==> src/rtl/pattdet_pkg.sv <==
// Shared types and the round-robin pick helper for the pattern-detector arbiter.
package pattdet_pkg;

  typedef enum logic [1:0] {
    IDLE  = 2'd0,
    SHIFT = 2'd1,
    DONE  = 2'd2
  } state_e;

  localparam int unsigned MAX_NREQ = 8;
  localparam int unsigned PTR_W    = 3;
  localparam int unsigned IDX_W    = PTR_W + 1;

  // First set request at or after ptr, wrapping modulo nreq; 0 when none set.
  function automatic logic [PTR_W-1:0] rr_pick(input logic [MAX_NREQ-1:0] req_v,
                                               input logic [PTR_W-1:0]    ptr,
                                               input logic [IDX_W-1:0]    nreq);
    logic [IDX_W-1:0] idx;
    logic             found;
    rr_pick = '0;
    found   = 1'b0;
    for (int i = 0; i < MAX_NREQ; i++) begin
      idx = {1'b0, ptr} + IDX_W'(i);
      if (idx >= nreq) idx = idx - nreq;
      if (!found && (IDX_W'(i) < nreq) && req_v[idx[PTR_W-1:0]]) begin
        rr_pick = idx[PTR_W-1:0];
        found   = 1'b1;
      end
    end
  endfunction

endpackage

==> src/rtl/pattdet_engine.sv <==
// Bit-serial engine: shifts a word MSB-first through a window and counts
// overlapping matches of PAT.
module pattdet_engine #(
  parameter int unsigned        DW      = 8,
  parameter int unsigned        PAT_LEN = 4,
  parameter logic [PAT_LEN-1:0] PAT     = 4'b1010,
  parameter int unsigned        CW      = $clog2(DW + 1)
) (
  input  logic          clk,
  input  logic          rst_b,
  input  logic          load,
  input  logic [DW-1:0] load_data,
  input  logic          shift_en,
  output logic          last_bit,
  output logic [CW-1:0] match_cnt,
  output logic          match_o
);

  logic [DW-1:0]      sreg;
  logic [PAT_LEN-1:0] win;
  logic [PAT_LEN-1:0] win_nxt;
  logic [CW-1:0]      bitcnt;
  logic               hit;

  // Window after this cycle's shift; comparison only valid once it is full.
  assign win_nxt  = PAT_LEN'({win, sreg[DW-1]});
  assign hit      = (bitcnt >= CW'(PAT_LEN - 1)) && (win_nxt == PAT);
  assign last_bit = (bitcnt == CW'(DW - 1));

  always_ff @(posedge clk or negedge rst_b) begin
    if (!rst_b) begin
      sreg      <= '0;
      win       <= '0;
      bitcnt    <= '0;
      match_cnt <= '0;
      match_o   <= 1'b0;
    end else if (load) begin
      sreg      <= load_data;
      win       <= '0;
      bitcnt    <= '0;
      match_cnt <= '0;
      match_o   <= 1'b0;
    end else if (shift_en) begin
      sreg    <= sreg << 1;
      win     <= win_nxt;
      bitcnt  <= bitcnt + CW'(1);
      match_o <= hit;
      if (hit) match_cnt <= match_cnt + CW'(1);
    end else begin
      match_o <= 1'b0;
    end
  end

endmodule

==> src/rtl/pattdet_arb_ctrl.sv <==
// Round-robin arbiter and job FSM sharing one pattern-detection engine
// among NREQ requesters.
module pattdet_arb_ctrl
  import pattdet_pkg::*;
#(
  parameter int unsigned        NREQ    = 4,
  parameter int unsigned        DW      = 8,
  parameter int unsigned        PAT_LEN = 4,
  parameter logic [PAT_LEN-1:0] PAT     = 4'b1010,
  localparam int unsigned       CW      = $clog2(DW + 1),
  localparam int unsigned       OW      = (NREQ > 1) ? $clog2(NREQ) : 1
) (
  input  logic               clk,
  input  logic               rst_b,
  input  logic [NREQ-1:0]    req,
  input  logic [NREQ*DW-1:0] data,
  output logic [NREQ-1:0]    gnt,
  output logic [NREQ-1:0]    done,
  output logic [CW-1:0]      match_cnt,
  output logic               match_o,
  output logic               busy,
  output logic [OW-1:0]      owner
);

  state_e          state_q, state_d;
  logic [OW-1:0]   ptr_q, ptr_d, owner_d, pick;
  logic [NREQ-1:0] gnt_d, done_d;
  logic            load, shift_en, last_bit;
  logic [DW-1:0]   load_data;

  assign pick      = OW'(rr_pick(MAX_NREQ'(req), PTR_W'(ptr_q), IDX_W'(NREQ)));
  assign load_data = data[32'(pick)*DW +: DW];
  assign shift_en  = (state_q == SHIFT);

  // Next-state and registered-output decode
  always_comb begin
    state_d = state_q;
    ptr_d   = ptr_q;
    owner_d = owner;
    gnt_d   = '0;
    done_d  = '0;
    load    = 1'b0;
    case (state_q)
      IDLE: begin
        if (|req) begin
          load    = 1'b1;
          gnt_d   = NREQ'(1) << pick;
          owner_d = pick;
          ptr_d   = (pick == OW'(NREQ - 1)) ? '0 : pick + OW'(1);
          state_d = SHIFT;
        end
      end
      SHIFT: begin
        if (last_bit) begin
          done_d  = NREQ'(1) << owner;
          state_d = DONE;
        end
      end
      DONE:    state_d = IDLE;
      default: state_d = IDLE;
    endcase
  end

  always_ff @(posedge clk or negedge rst_b) begin
    if (!rst_b) begin
      state_q <= IDLE;
      ptr_q   <= '0;
      gnt     <= '0;
      done    <= '0;
      owner   <= '0;
      busy    <= 1'b0;
    end else begin
      state_q <= state_d;
      ptr_q   <= ptr_d;
      gnt     <= gnt_d;
      done    <= done_d;
      owner   <= owner_d;
      busy    <= (state_d != IDLE);
    end
  end

  pattdet_engine #(
    .DW      (DW),
    .PAT_LEN (PAT_LEN),
    .PAT     (PAT),
    .CW      (CW)
  ) u_engine (
    .clk       (clk),
    .rst_b     (rst_b),
    .load      (load),
    .load_data (load_data),
    .shift_en  (shift_en),
    .last_bit  (last_bit),
    .match_cnt (match_cnt),
    .match_o   (match_o)
  );

endmodule

==> config.mk <==
export PLATFORM = sky130hd
export DESIGN_NAME = pattdet_arb_ctrl
export DESIGN_NICKNAME = d
export VERILOG_FILES = /design/src/rtl/pattdet_pkg.sv /design/src/rtl/pattdet_engine.sv /design/src/rtl/pattdet_arb_ctrl.sv
export SDC_FILE = /design/constraint.sdc
export NUM_CORES = 1
export LEC_CHECK = 0
export ABC_AREA = 1
export CAP_MARGIN = 20
export CORE_MARGIN = 3
export CORE_UTILIZATION = 34
export CTS_CLUSTER_SIZE = 40
export DETAILED_ROUTE_END_ITERATION = 16
export GPL_TIMING_DRIVEN = 1
export PLACE_DENSITY = 0.68
export SLEW_MARGIN = 40
export SYNTH_ARGS = -nofsm -noshare
export SYNTH_HDL_FRONTEND = slang
export SYNTH_SLANG_ARGS = --single-unit
==> constraint.sdc <==
create_clock -name clk -period 2.1 [get_ports clk]
set_clock_uncertainty 0.05 [all_clocks]
set_input_delay 0.21 -clock clk [delete_from_list [all_inputs] [get_ports clk]]
set_output_delay 0.21 -clock clk [all_outputs]
set_load 0.1 [all_outputs]
== Word-level counts from Yosys, hierarchy flattened ==
Cells that the tools add are included.

* Bits in registers: 35
* Input port bits: 38
* Output and inout port bits: 16
* Word-level logic and storage cells: 91

* Shift-type cells: 3
* Muxes and demuxes: 40
* Add/subtract/negate cells: 10
* Reduce and logical (&&, ||, !) cells: 14
* Equal/unequal tests: 4
* Order comparisons: 9

{| class="wikitable"
|+ Operator list
! operator !! number
|-
| $mux 4 || 9
|-
| $shiftx 32x6->8 || 1
|-
| $mux 3 || 6
|-
| $lt 3x4->1 const B || 4
|-
| $mux 8 || 2
|-
| $mux 2 || 7
|-
| $bmux 1 s3 || 4
|-
| $mux 1 || 11
|-
| $ge 3x3->1 const B || 3
|-
| $sub 3x3->3 const B || 3
|-
| $add 4x1->4 const B || 2
|-
| $shl 1x2->4 const A || 2
|-
| $add 2x2->3 const B || 2
|-
| $reduce_bool 2->1 || 3
|-
| $eq 4x3->1 const B || 1
|-
| $eq 4x4->1 const B || 1
|-
| $ge 4x2->1 const B || 1
|-
| $logic_and 1x1->1 || 4
|-
| $pmux 2 s2 || 1
|-
| $reduce_and 2->1 || 2
|-
| $reduce_or 4->1 || 1
|-
| $add 2x1->3 const B || 1
|-
| $ge 2x3->1 const B || 1
|-
| $logic_not 1->1 || 3
|-
| 5 further kinds || 5
|}

== Longest topological paths before layout ==
Gate-level depths: netlist (run 1).

* Depth after elaboration: 17
* Mapped depth: 14
* Mapped depth without buffers: 14

== Hierarchy ==
A second synthesis (run 1) with hierarchy kept.

* Cell total of the unflattened synthesis: 284
* Area total of the unflattened synthesis: 2153.3 µm²

{| class="wikitable"
|+ By module, submodules not included
! module !! cells an instance !! seq. area each (µm²) !! instances !! area an instance (µm²)
|-
| pattdet_arb_ctrl || 177 || 375.4 || 1 || 1226.2
|-
| pattdet_engine || 107 || 500.5 || 1 || 927.1
|}

== Least setup slack after synthesis (run 1) ==
Ideal clock, no wire load.

* Path kind: flip-flop to flip-flop
* Start: register ptr_q[0]
* End: register ptr_q[1]
* Period minus slack after synthesis: 1.812 ns
* Required time: 1.924 ns
* Slack: 0.288 ns
* Arrival: 1.635 ns
* Setup time: 0.126 ns
* Cell stages (with the launch flop): 12
* Buffers on the path: 0
* Path through: dfrtp_1 -> inv_2 -> nand2_1 -> nand3_1 -> nand2_2 -> nand2_1 -> inv_2 -> o21ai_2 -> nand2_2 -> ha_1 -> nand2_1 -> o21ai_0

* Longest elaborated chain between the ends: 16
* Elaborated cells on any way between the ends: 39
* Those cells by class: add/sub: 8; order compare: 4; eq/ne: 1; mux: 20; reduce/logical: 6

{| class="wikitable"
|+ Ends and longest elaborated chain
! what !! RTL line !! RTL
|-
| start: declaration || pattdet_arb_ctrl.sv:26 || <nowiki>logic [OW-1:0] ptr_q, ptr_d, owner_d, pick;</nowiki>
|-
| start signal: assignment || pattdet_arb_ctrl.sv:74 || <nowiki>ptr_q <= ptr_d;</nowiki>
|-
| parallel branches: the longest is 13 deep, another holds $add 2x1->3 || - ||
|-
| $mux 2 * || pattdet_pkg.sv:25 || <nowiki>if (!found && (IDX_W'(i) < nreq) && req_v[idx[PTR_W-1:0]]) begin</nowiki>
|-
| $add 2x1->2 / $eq 2x2->1 (equally long branches) || pattdet_arb_ctrl.sv:49 || <nowiki>ptr_d = (pick == OW'(NREQ - 1)) ? '0 : pick + OW'(1);</nowiki>
|-
| $mux 2 * || pattdet_arb_ctrl.sv:49 ||
|}

Mark *: on every way between the ends. The select of a mux whose other input is x is not followed.
A chain may end at the register's enable or synchronous reset.

== Worst setup path in the final report (run 1) ==
Ends and elaborated chain as after synthesis.

==> results of run 1 <==
-- area by class of cell --
class / count / area share
Multi-Input combinational cell: 189 / 0.360
Sequential cell: 35 / 0.316
Timing Repair Buffer: 63 / 0.204
Inverter: 43 / 0.0582
Tap cell: 72 / 0.0325
Clock buffer: 7 / 0.0275
Clock inverter: 1 / 0.00181
-- worst paths after layout --
| check | startpoint | endpoint | slack [ns] |
|---|---|---|---|
| min | rst_b | u_engine.match_o | 0.28 |
| max | ptr_q[0] | ptr_q[1] | 0.23 |
| min in group clk | owner[1] | done[0] | 0.44 |
| min reg2reg | owner[1] | done[0] | 0.44 |
| max reg2reg | ptr_q[0] | ptr_q[1] | 0.23 |
| max in group asynchronous | rst_b | u_engine.match_cnt[0] | 1.40 |
-- layout by cell type (no fill, tap or decap), drive strengths merged --
cell type	synthesis	final
nand2	89	89
buf	4	26
inv	43	43
o211ai	1	1
nand4	1	1
xor2	2	2
nor2	15	15
clkinv	0	1
dfrtp	35	35
a22o	1	1
nand3	44	44
a21oi	3	3
clkbuf	1	7
ha	4	4
nor3b	1	1
o21ai	13	13
clkdlybuf4s50	0	37
nor3	6	6
o22ai	9	9
-- layer usage --
layer	wire length, µm	vias up
met5	0	-
met1	2180	830
met4	51	0
li1	-	1007
met3	213	5
met2	2140	43
-- through the flow --
step | util | worst slack (ns) | std cells | total power (W)
finish | 0.485 | 0.235 | 410 | 0.00448
global route | 0.485 | 0.104 | 410 | 0.00491
CTS | 0.485 | 0.235 | 410 | 0.00452
detailed placement | 0.471 | 0.0878 | 402 | 0.00405
global placement | 0.471 | 0.128 | 402 | 0.00400
floorplan | - | 0.288 | 272 | 0.00338
-- flip-flops by register name, summed over array words and instances (netlist names) --
| name | count |
|---|---|
| u_engine.match_o | 1 |
| gnt | 4 |
| u_engine.win | 3 |
| ptr_q | 2 |
| done | 4 |
| state_q | 2 |
| u_engine.bitcnt | 4 |
| u_engine.sreg | 8 |
| u_engine.match_cnt | 4 |
| busy | 1 |
| owner | 2 |
-- kinds of logic after synthesis --
family / after synthesis / share of synthesized area
adders and majority gates: 4 / 0.0241
buffers and inverters: 48 / 0.0966
and+or+nand+nor: 156 / 0.361
DFF: 35 / 0.422
xor gates and xnor gates: 2 / 0.00845
AOI/OAI and AO/OA: 27 / 0.0875
-- synthesized netlist by cell type (4+ instances only) --
cell / n / area share
nand2_1: 76 / 0.14
nand3_1: 41 / 0.099
inv_1: 37 / 0.067
inv_2: 6 / 0.011
o21ai_0: 11 / 0.027
nand2_2: 11 / 0.033
ha_1: 4 / 0.024
dfrtp_1: 35 / 0.42
o22ai_1: 9 / 0.027
nor2_1: 11 / 0.020
nor3_1: 6 / 0.014
-- worst max-delay path: cells and delay by family (launching register included) --
kind | cells | cell delay [ns]
adder cells (fa/ha/maj) | 1 | 0.24
flip-flops | 1 | 0.39
AO/OA/AOI/OAI | 1 | 0.06
buffers and inverters | 1 | 0.19
AND/OR/NAND/NOR | 8 | 0.82
-- power breakdown --
part	internal (W)	switching, W	leakage [nW]
clock network	0.000232	0.000222	0.0422
logic	0.000958	0.00203	0.924
registers	0.000919	0.000125	0.450
total	0.00211	0.00237	1.42
==> metrics.yaml, run 1 <==
floorplan:
  ios: 54
  die_area_um2: 7070
  row_count: 27
  fp.dieH_um: 84.1
  core_area_um2: 5710
  initial_core_util: 0.363
  die_w_um: 84.1
clocking:
  hold_buffers: 0
  numCtsBuffers: 5
  numClockSinks: 35
  clock_path_buffers: 2
  post_cts_resized: 0
  path_clk_slew_ns: 0.06
  cts_tree: "built"
  htree_levels: 2
  clk-insertion-delay-late_ns: 0.29
  cts-root-buf: "clkbuf_8"
  postCtsSetupRepairBufs: 0
setup_path:
  end_kind: "flop"
  cpMaxStageDelayCell: "dfrtp_1"
  critPathMaxFanout: 10
  critPathArrivalTime_ns: 1.99
  slowest_delay_ns: 0.39
  r2r_cells: 11
  path_class: "flop to flop"
  worstPathCellList: "buf_4, nand2_1, nand2_1, nand2_2, nand2_4, nor2_4, nand3_2, nand2_4, ha_1, nand2_1, o21ai_0"
  critical_path_required_ns: 2.22
  crit_top_cell: "nand2_1"
  cp-start-kind: "flop"
detailed_routing:
  vias: 1885
  first_pass_iters: 4
  drcViolationCount: 0
  wl_per_cell_um: 11.2
  via_per_inst: 4.60
  drt_iter0_drc: 75
  antenna_left: 0
  finalWirelength_um: 4580
synthesis:
  synthCells: 272
  yosys_register_bits: 35
  async_reset_ff_frac: 1.00
  synth_area_um2: 2070
  ys_seq_area_frac: 0.422
  synth_ff_type: "dfrtp_1"
  synth_warnings: 0
  ys_types: 30
  avgSynthCellArea_um2: 7.62
  syn_nets: 314
  synth-edff-count: 0
timing:
  tightest_slew_ns: 0.431
  layout_min_cycle_time_ns: 1.87
  post-route-period-util: 0.888
  rsz0062_at_grt: "no"
  hold_viol_final: 0
  fmax_mhz: 536
  hold_ws_ns: 0.284
  finalSetupViolCount: 0
  fin_tns_setup_ns: 0
  final_max_slew_viol_count: 0
  slew_headroom: 0.713
finish:
  fill_cells: 556
  multi_input_area_um2: 997
  drive_gt1_frac: 0.180
  area_delta_synth_final_pct: 33.7
  diodes: 0
  fin_area_um2: 2770
  register_area_um2: 876
  nets: 379
placement:
  gp_congestion: 0.825
  placed_area_um2: 2690
  hpwl_um: 3650
  portBuffers: 53
flow_run:
  max_cap_viol_count: 0
run_status:
  run_status: "complete, no violations"
pwr:
  powerDensity_nw_per_um2: 1620
  ir_drop_mv: 0.689
  p_leak_nw: 1.42
grt:
  met3_usage: 0.0365
  grt_overflow: 0
  antenna_found_initial: 0
  grt-busiest-layer: "met2"
  grt_first_pass_wirelength_um: 8050
  met2_usage: 0.218
  grt_use_total: 0.138
  grt_max_degree: 36
  met1_usage: 0.185
  grt_pass1_vias: 1782
hold_path:
  hold_class: "primary input to asynchronous set/reset pin"
Power figures use the tool's default switching activity.
==> run 2: changes to the inputs <==
Settings changed: CELL_PAD_IN_SITES_DETAIL_PLACEMENT from default to 0, CELL_PAD_IN_SITES_GLOBAL_PLACEMENT from default to 1, PLACE_DENSITY 0.68 to 0.87.
Clock period 2.1 ns to 2 ns, I/O delays scaled along.
==> run 2 against run 1 <==
Flip-flop and latch count stayed put. Register-to-register slack worse by 0.09 ns. Sequential share of layout area fell by 0.21 points. Worst hold slack got worse by 0.0049 ns. First-iteration DRC count is 21% higher. Cell count decreased by 0.24%. Global-route usage increased by 0.95 points. Wire length up 8.5%. Count of clock-buffer cells in the layout decreased by 1. Critical path depth rose by 2. Core utilization grew 0.33 points. Non-clock buffer count is the same. Critical path type unchanged.
==> metrics.yaml, run 2 (same netlist as run 1, synthesis figures left out) <==
clocking:
  post_cts_resized: 0  # unchanged
  clk-insertion-delay-late_ns: 0.28  # was 0.29 ns
  numCtsBuffers: 5  # unchanged
  path_clk_slew_ns: 0.07  # was 0.06 ns
  cts_tree: "built"  # unchanged
  clock_path_buffers: 2  # unchanged
  numClockSinks: 35  # unchanged
  postCtsSetupRepairBufs: 0  # unchanged
  htree_levels: 2  # unchanged
  hold_buffers: 0  # unchanged
  cts-root-buf: "clkbuf_8"  # unchanged
setup_path:
  r2r-start: "ptr_q[0]"  # unchanged
  path_class: "flop to flop"  # unchanged
  critical_path_required_ns: 2.12  # was 2.22 ns
  cp-startpoint: "ptr_q[0]"  # unchanged
  critPathArrivalTime_ns: 1.97  # was 1.99 ns
  end_kind: "flop"  # unchanged
  critPathMaxFanout: 9  # was 10
  cp-start-kind: "flop"  # unchanged
floorplan:
  die_w_um: 84.1  # unchanged
  fp.dieH_um: 84.1  # unchanged
  core_area_um2: 5710  # unchanged
  initial_core_util: 0.363  # unchanged
  die_area_um2: 7070  # unchanged
  row_count: 27  # unchanged
  ios: 54  # unchanged
pwr:
  p_leak_nw: 1.42  # about the same
  pwr-share-clk: 0.104  # was 0.101
  swShare: 0.527  # was 0.530
  ir_drop_mv: 0.682  # was 0.689 mV
  p_int_w: 0.00229  # was 0.00211 W
  powerDensity_nw_per_um2: 1740  # was 1620 nW/µm²
  p_comb_frac: 0.669  # was 0.666
  pwr-share-seq: 0.227  # was 0.233
  switching_power_w: 0.00256  # was 0.00237 W
flow_run:
  max_cap_viol_count: 0  # unchanged
timing:
  final_max_slew_viol_count: 0  # unchanged
  fmax_mhz: 540  # was 536 MHz
  post-route-period-util: 0.925  # was 0.888
  tightest_slew_ns: 0.445  # was 0.431 ns
  slew_headroom: 0.703  # was 0.713
  hold_viol_final: 0  # unchanged
  fin_tns_setup_ns: 0  # unchanged
  finalSetupViolCount: 0  # unchanged
  rsz0062_at_grt: "no"  # unchanged
  layout_min_cycle_time_ns: 1.85  # was 1.87 ns
  hold_ws_ns: 0.279  # was 0.284 ns
detailed_routing:
  first_pass_iters: 4  # unchanged
  drcViolationCount: 0  # unchanged
  wl_per_cell_um: 12.2  # was 11.2 µm
  vias: 1912  # was 1885
  via_per_inst: 4.67  # was 4.60
  finalWirelength_um: 4970  # was 4580 µm
  antenna_left: 0  # unchanged
  drt_iter0_drc: 91  # was 75
grt:
  grt_use_total: 0.147  # was 0.138
  grt_pass1_vias: 1892  # was 1782
  grt_first_pass_wirelength_um: 8540  # was 8050 µm
  grt_overflow: 0  # unchanged
  grt_max_degree: 36  # unchanged
  antenna_found_initial: 0  # unchanged
finish:
  final_common_cell: "nand2_1"  # unchanged
  final_cell_mix: "76 x nand2_1, 41 x nand3_1, 37 x inv_1, 37 x clkdlybuf4s50_1, 35 x dfrtp_1"  # unchanged
  final_util: 0.489  # was 0.485
  nets: 379  # unchanged
  area_delta_synth_final_pct: 34.6  # was 33.7%
  largest_reg_flops: 8  # unchanged
  regMostFlops: "u_engine.sreg"  # unchanged
  fin_area_um2: 2790  # was 2770 µm²
  diodes: 0  # unchanged
  drive_gt1_frac: 0.187  # was 0.180
hold_path:
  hold_class: "primary input to asynchronous set/reset pin"  # unchanged
placement:
  hpwl_um: 3780  # was 3650 µm
  placed_area_um2: 2690  # unchanged
  gp_congestion: 0.819  # was 0.825
  portBuffers: 53  # unchanged
run_status:
  run_status: "complete, no violations"  # unchanged
run 2: changes by cell type in the layout (fill, tap and decap cells not counted), sizes merged:
cell    before  now
clkbuf       7    6
run 2: path summary, 6_finish.rpt:
check / slack (ns) / to / cells after the start
setup / recovery: 0.15 / ptr_q[1] / 13
setup reg to reg: 0.15 / ptr_q[1] / 13
min in group clk: 0.44 / done[0] / 1
hold reg to reg: 0.44 / done[0] / 1
max in group asynchronous: 1.30 / u_engine.win[0] / 2
hold / removal: 0.28 / u_engine.match_cnt[2] / 2
run 2: per-layer routing:
metal  global-route usage  vias up  routed length, µm
met3               0.0267        6                286
met2                0.225       51               2250
met5                    0        -                  0
li1                     -      999                  -
met4               0.0614        0                 55
met1                0.205      856               2380
run 2: stage by stage:
stage	cells	setup slack [ns]	total power (W)
after global placement	402	0.0359	0.00428
after CTS	409	0.127	0.00485
after detailed placement	402	-0.0175	0.00432
after floorplan	272	0.188	0.00355
after global routing	409	0.00190	0.00530
final	409	0.149	0.00485
run 2: critical path, cell delays in order (launching register included):
cell and delay (ns):
dfrtp_1 0.40, inv_2 0.16, nand2_1 0.07, nand2_1 0.11, nand2_2 0.08, nand2_4 0.13
nor2_4 0.05, nand2_1 0.05, nand2_1 0.05, inv_2 0.09, nand2_4 0.09, ha_1 0.28
nand2_1 0.06, o21ai_0 0.06
run 2: final cells by class:
cell class,count,area (µm²)
Tap cell,72,90.1
Fill cell,581,2920
Clock buffer,6,82.6
Clock inverter,1,5.00
Sequential cell,35,876
Multi-Input combinational cell,189,1010
Inverter,43,161
Timing Repair Buffer,63,569
run 2: power by group through the flow:
stage | Clock, W | Sequential [W] | Combinational (W)
floorplan | 0 | 0.00162 | 0.00193
global placement | 0 | 0.00111 | 0.00317
detailed placement | 0 | 0.00111 | 0.00321
CTS | 0.000521 | 0.00110 | 0.00323
global route | 0.000551 | 0.00113 | 0.00361
finish | 0.000505 | 0.00110 | 0.00324
==> run 3: changes to the inputs <==
Settings changed: ABC_AREA 1 to 0, PLACE_DENSITY 0.87 to 0.86, RECOVER_POWER from default to 100.
==> run 3 against run 2 <==
Sequential share of layout area rose by 5.2 points. Via count fell by 28%. Sequential power barely moved. Core utilization rose by 0.55 points. Critical endpoint is now u_engine.bitcnt[3]. Fmax rose by 2.5%. Largest cell class is now registers. First-iteration DRC count fell by 32%. Largest power group unchanged. Critical path depth fell by 7. Register-to-register slack improved by 0.10 ns. Worst hold slack improved by 0.16 ns. Wire length fell by 32%. Power fell by 34%. Non-clock buffer count fell by 2.
==> metrics.yaml, run 3 <==
detailed_routing:
  wl_per_cell_um: 11.5  # was 12.2 µm
  first_pass_iters: 4  # unchanged
  vias: 1382  # was 1912
  drcViolationCount: 0  # unchanged
  antenna_left: 0  # unchanged
  finalWirelength_um: 3390  # was 4970 µm
  drt_iter0_drc: 62  # was 91
  via_per_inst: 4.67  # about the same
synthesis:
  ys_seq_area_frac: 0.502  # was 0.422
  yosys-top-cells-area: "dfrtp_1 50%, mux2i_1 9.7%, nand2_1 5.4%, o221ai_1 3.5%, and3_1 2.9%"  # was dfrtp_1 42%, nand2_1 14%, nand3_1 9.9%, inv_1 6.7%, nand2_2 3.3%
  ys_types: 39  # was 30
  yosysTopAreaCell: "dfrtp_1"  # unchanged
  synth_warnings: 0  # unchanged
  ys_top_cells_by_count: "35 x dfrtp_1, 25 x nand2_1, 17 x mux2i_1"  # was 76 x nand2_1, 41 x nand3_1, 37 x inv_1
  async_reset_ff_frac: 1.00  # unchanged
  synthCells: 165  # was 272
  yosys_register_bits: 35  # unchanged
  yosysMostFrequentCell: "dfrtp_1"  # was nand2_1
  avgSynthCellArea_um2: 10.6  # was 7.62 µm²
  syn_nets: 207  # was 314
  synth-edff-count: 0  # unchanged
  synth_ff_type: "dfrtp_1"  # unchanged
  yosysTopAreaCellShare: 0.502  # was 0.422
  synth_area_um2: 1750  # was 2070 µm²
clocking:
  htree_levels: 2  # unchanged
  numClockSinks: 35  # unchanged
  cts-root-buf: "clkbuf_8"  # unchanged
  clock_path_buffers: 2  # unchanged
  hold_buffers: 0  # unchanged
  post_cts_resized: 0  # unchanged
  postCtsSetupRepairBufs: 0  # unchanged
  clk-insertion-delay-late_ns: 0.27  # was 0.28 ns
  path_clk_slew_ns: 0.07  # about the same
  cts_tree: "built"  # unchanged
  numCtsBuffers: 5  # unchanged
floorplan:
  ios: 54  # unchanged
  initial_core_util: 0.360  # was 0.363
  die_w_um: 77.7  # was 84.1 µm
  die_area_um2: 6030  # was 7070 µm²
  core_area_um2: 4850  # was 5710 µm²
  row_count: 25  # was 27
  fp.dieH_um: 77.7  # was 84.1 µm
timing:
  fin_tns_setup_ns: 0  # unchanged
  hold_viol_final: 0  # unchanged
  layout_min_cycle_time_ns: 1.81  # was 1.85 ns
  slew_headroom: 0.228  # was 0.703
  worst_slack_ns: 0.195  # was 0.149 ns
  final_max_slew_viol_count: 0  # unchanged
  rsz0062_at_grt: "no"  # unchanged
  fmax_mhz: 554  # was 540 MHz
  tightest_slew_ns: 1.16  # was 0.445 ns
  post-route-period-util: 0.903  # was 0.925
  finalSetupViolCount: 0  # unchanged
setup_path:
  critical_path_required_ns: 2.14  # was 2.12 ns
  worstPathCellList: "dlygate4sd3_1, nor4_1, or3_1, clkbuf_1, nand3_1, o21ai_0"  # was inv_2, nand2_1, nand2_1, nand2_2, nand2_4, nor2_4, nand2_1, nand2_1, inv_2, nand2_4, ha_1, nand2_1, o21ai_0
  cp-start-kind: "primary input"  # was flop
  end_kind: "flop"  # unchanged
  r2r-start: "ptr_q[1]"  # was ptr_q[0]
  slowest_delay_ns: 0.60  # was 0.40 ns
  cpMaxStageDelayCell: "dlygate4sd3_1"  # was dfrtp_1
  critPathMaxFanout: 8  # was 9
  cp-startpoint: "req[0]"  # was ptr_q[0]
  path_class: "primary input to flop"  # was flop to flop
  critPathArrivalTime_ns: 1.95  # was 1.97 ns
finish:
  regMostFlops: "u_engine.sreg"  # unchanged
  final_cell_mix: "35 x dfrtp_1, 35 x clkdlybuf4s50_1, 25 x nand2_1"  # was 76 x nand2_1, 41 x nand3_1, 37 x inv_1, 37 x clkdlybuf4s50_1, 35 x dfrtp_1
  nets: 270  # was 379
  final_cells: 296  # was 409
  diodes: 0  # unchanged
  final_util: 0.494  # was 0.489
  largest_reg_flops: 8  # unchanged
  drive_gt1_frac: 0.157  # was 0.187
  area_delta_synth_final_pct: 37.3  # was 34.6%
pwr:
  powerDensity_nw_per_um2: 1330  # was 1740 nW/µm²
  p_leak_nw: 1.15  # was 1.42 nW
  ir_drop_mv: 0.671  # was 0.682 mV
grt:
  antenna_found_initial: 0  # unchanged
  grt_pass1_vias: 1329  # was 1892
  grt_first_pass_wirelength_um: 5780  # was 8540 µm
  grt_max_degree: 36  # unchanged
  grt_overflow: 0  # unchanged
  grt_use_total: 0.118  # was 0.147
placement:
  dp_cells: 288  # was 402
  gp_congestion: 0.764  # was 0.819
  hpwl_um: 2610  # was 3780 µm
  dp_worst_setup_slack_ns: 0.00388  # was -0.0175 ns
  portBuffers: 53  # unchanged
hold_path:
  hold_path.startpoint: "u_engine.sreg[5]"
  hold_class: "flop to flop"  # was primary input to asynchronous set/reset pin
run_status:
  run_status: "complete, no violations"  # unchanged
flow_run:
  max_cap_viol_count: 0  # unchanged
-- run 3: layout make-up --
cell class              count  area (µm²)
repair buffers             61         512
well taps                  67        83.8
fillers                   467        2450
multi-input cells         121         810
inverters                   4        15.0
clock buffers               8         100
flip-flops and latches     35         876
-- run 3: logic make-up after synthesis --
| family | Yosys count | synth area share |
|---|---|---|
| simple gates | 63 | 0.188 |
| flops | 35 | 0.502 |
| mux | 17 | 0.0975 |
| buf+inv | 9 | 0.0344 |
| fa+ha+maj | 4 | 0.0287 |
| compound gates | 33 | 0.130 |
| xor+xnor | 4 | 0.0201 |
-- run 3: worst max-delay path, delay by kind of cell --
kind                   cells  cell delay (ns)
AND/OR/NAND/NOR            3             0.82
AO/OA/AOI/OAI              1             0.09
buffers and inverters      2             0.83
-- run 3: power by group --
group	internal, W	switching, W	total (W)
Clock	0.000314	0.000221	0.000535
Combinational	0.000532	0.000997	0.00153
Sequential	0.000944	0.000172	0.00112
-- run 3: worst paths after layout --
kind | end | slack, ns | cells past startpoint
min in group asynchronous | u_engine.match_cnt[2] | 0.49 | 2
max in group asynchronous | ptr_q[1] | 0.91 | 2
worst min-delay path | u_engine.sreg[6] | 0.44 | 2
worst max-delay path | u_engine.bitcnt[3] | 0.19 | 6
worst min register to register | u_engine.sreg[6] | 0.44 | 2
worst max register to register | u_engine.sreg[6] | 0.25 | 6
-- run 3: routing by layer --
metal	track usage	wire (µm)	vias up
met2	0.183	1530	45
met3	0.0406	222	2
met1	0.155	1630	622
met4	0.0374	17	0
met5	0	0	-
li1	-	-	713
-- run 3: metrics by stage --
step | power, W | hold WS [ns] | area [µm²]
global placement | 0.00271 | 0.430 | 2350
floorplan | 0.00230 | -0.146 | 1750
finish | 0.00318 | 0.439 | 2400
detailed placement | 0.00272 | 0.427 | 2350
CTS | 0.00327 | 0.282 | 2450
global route | 0.00342 | 0.477 | 2400
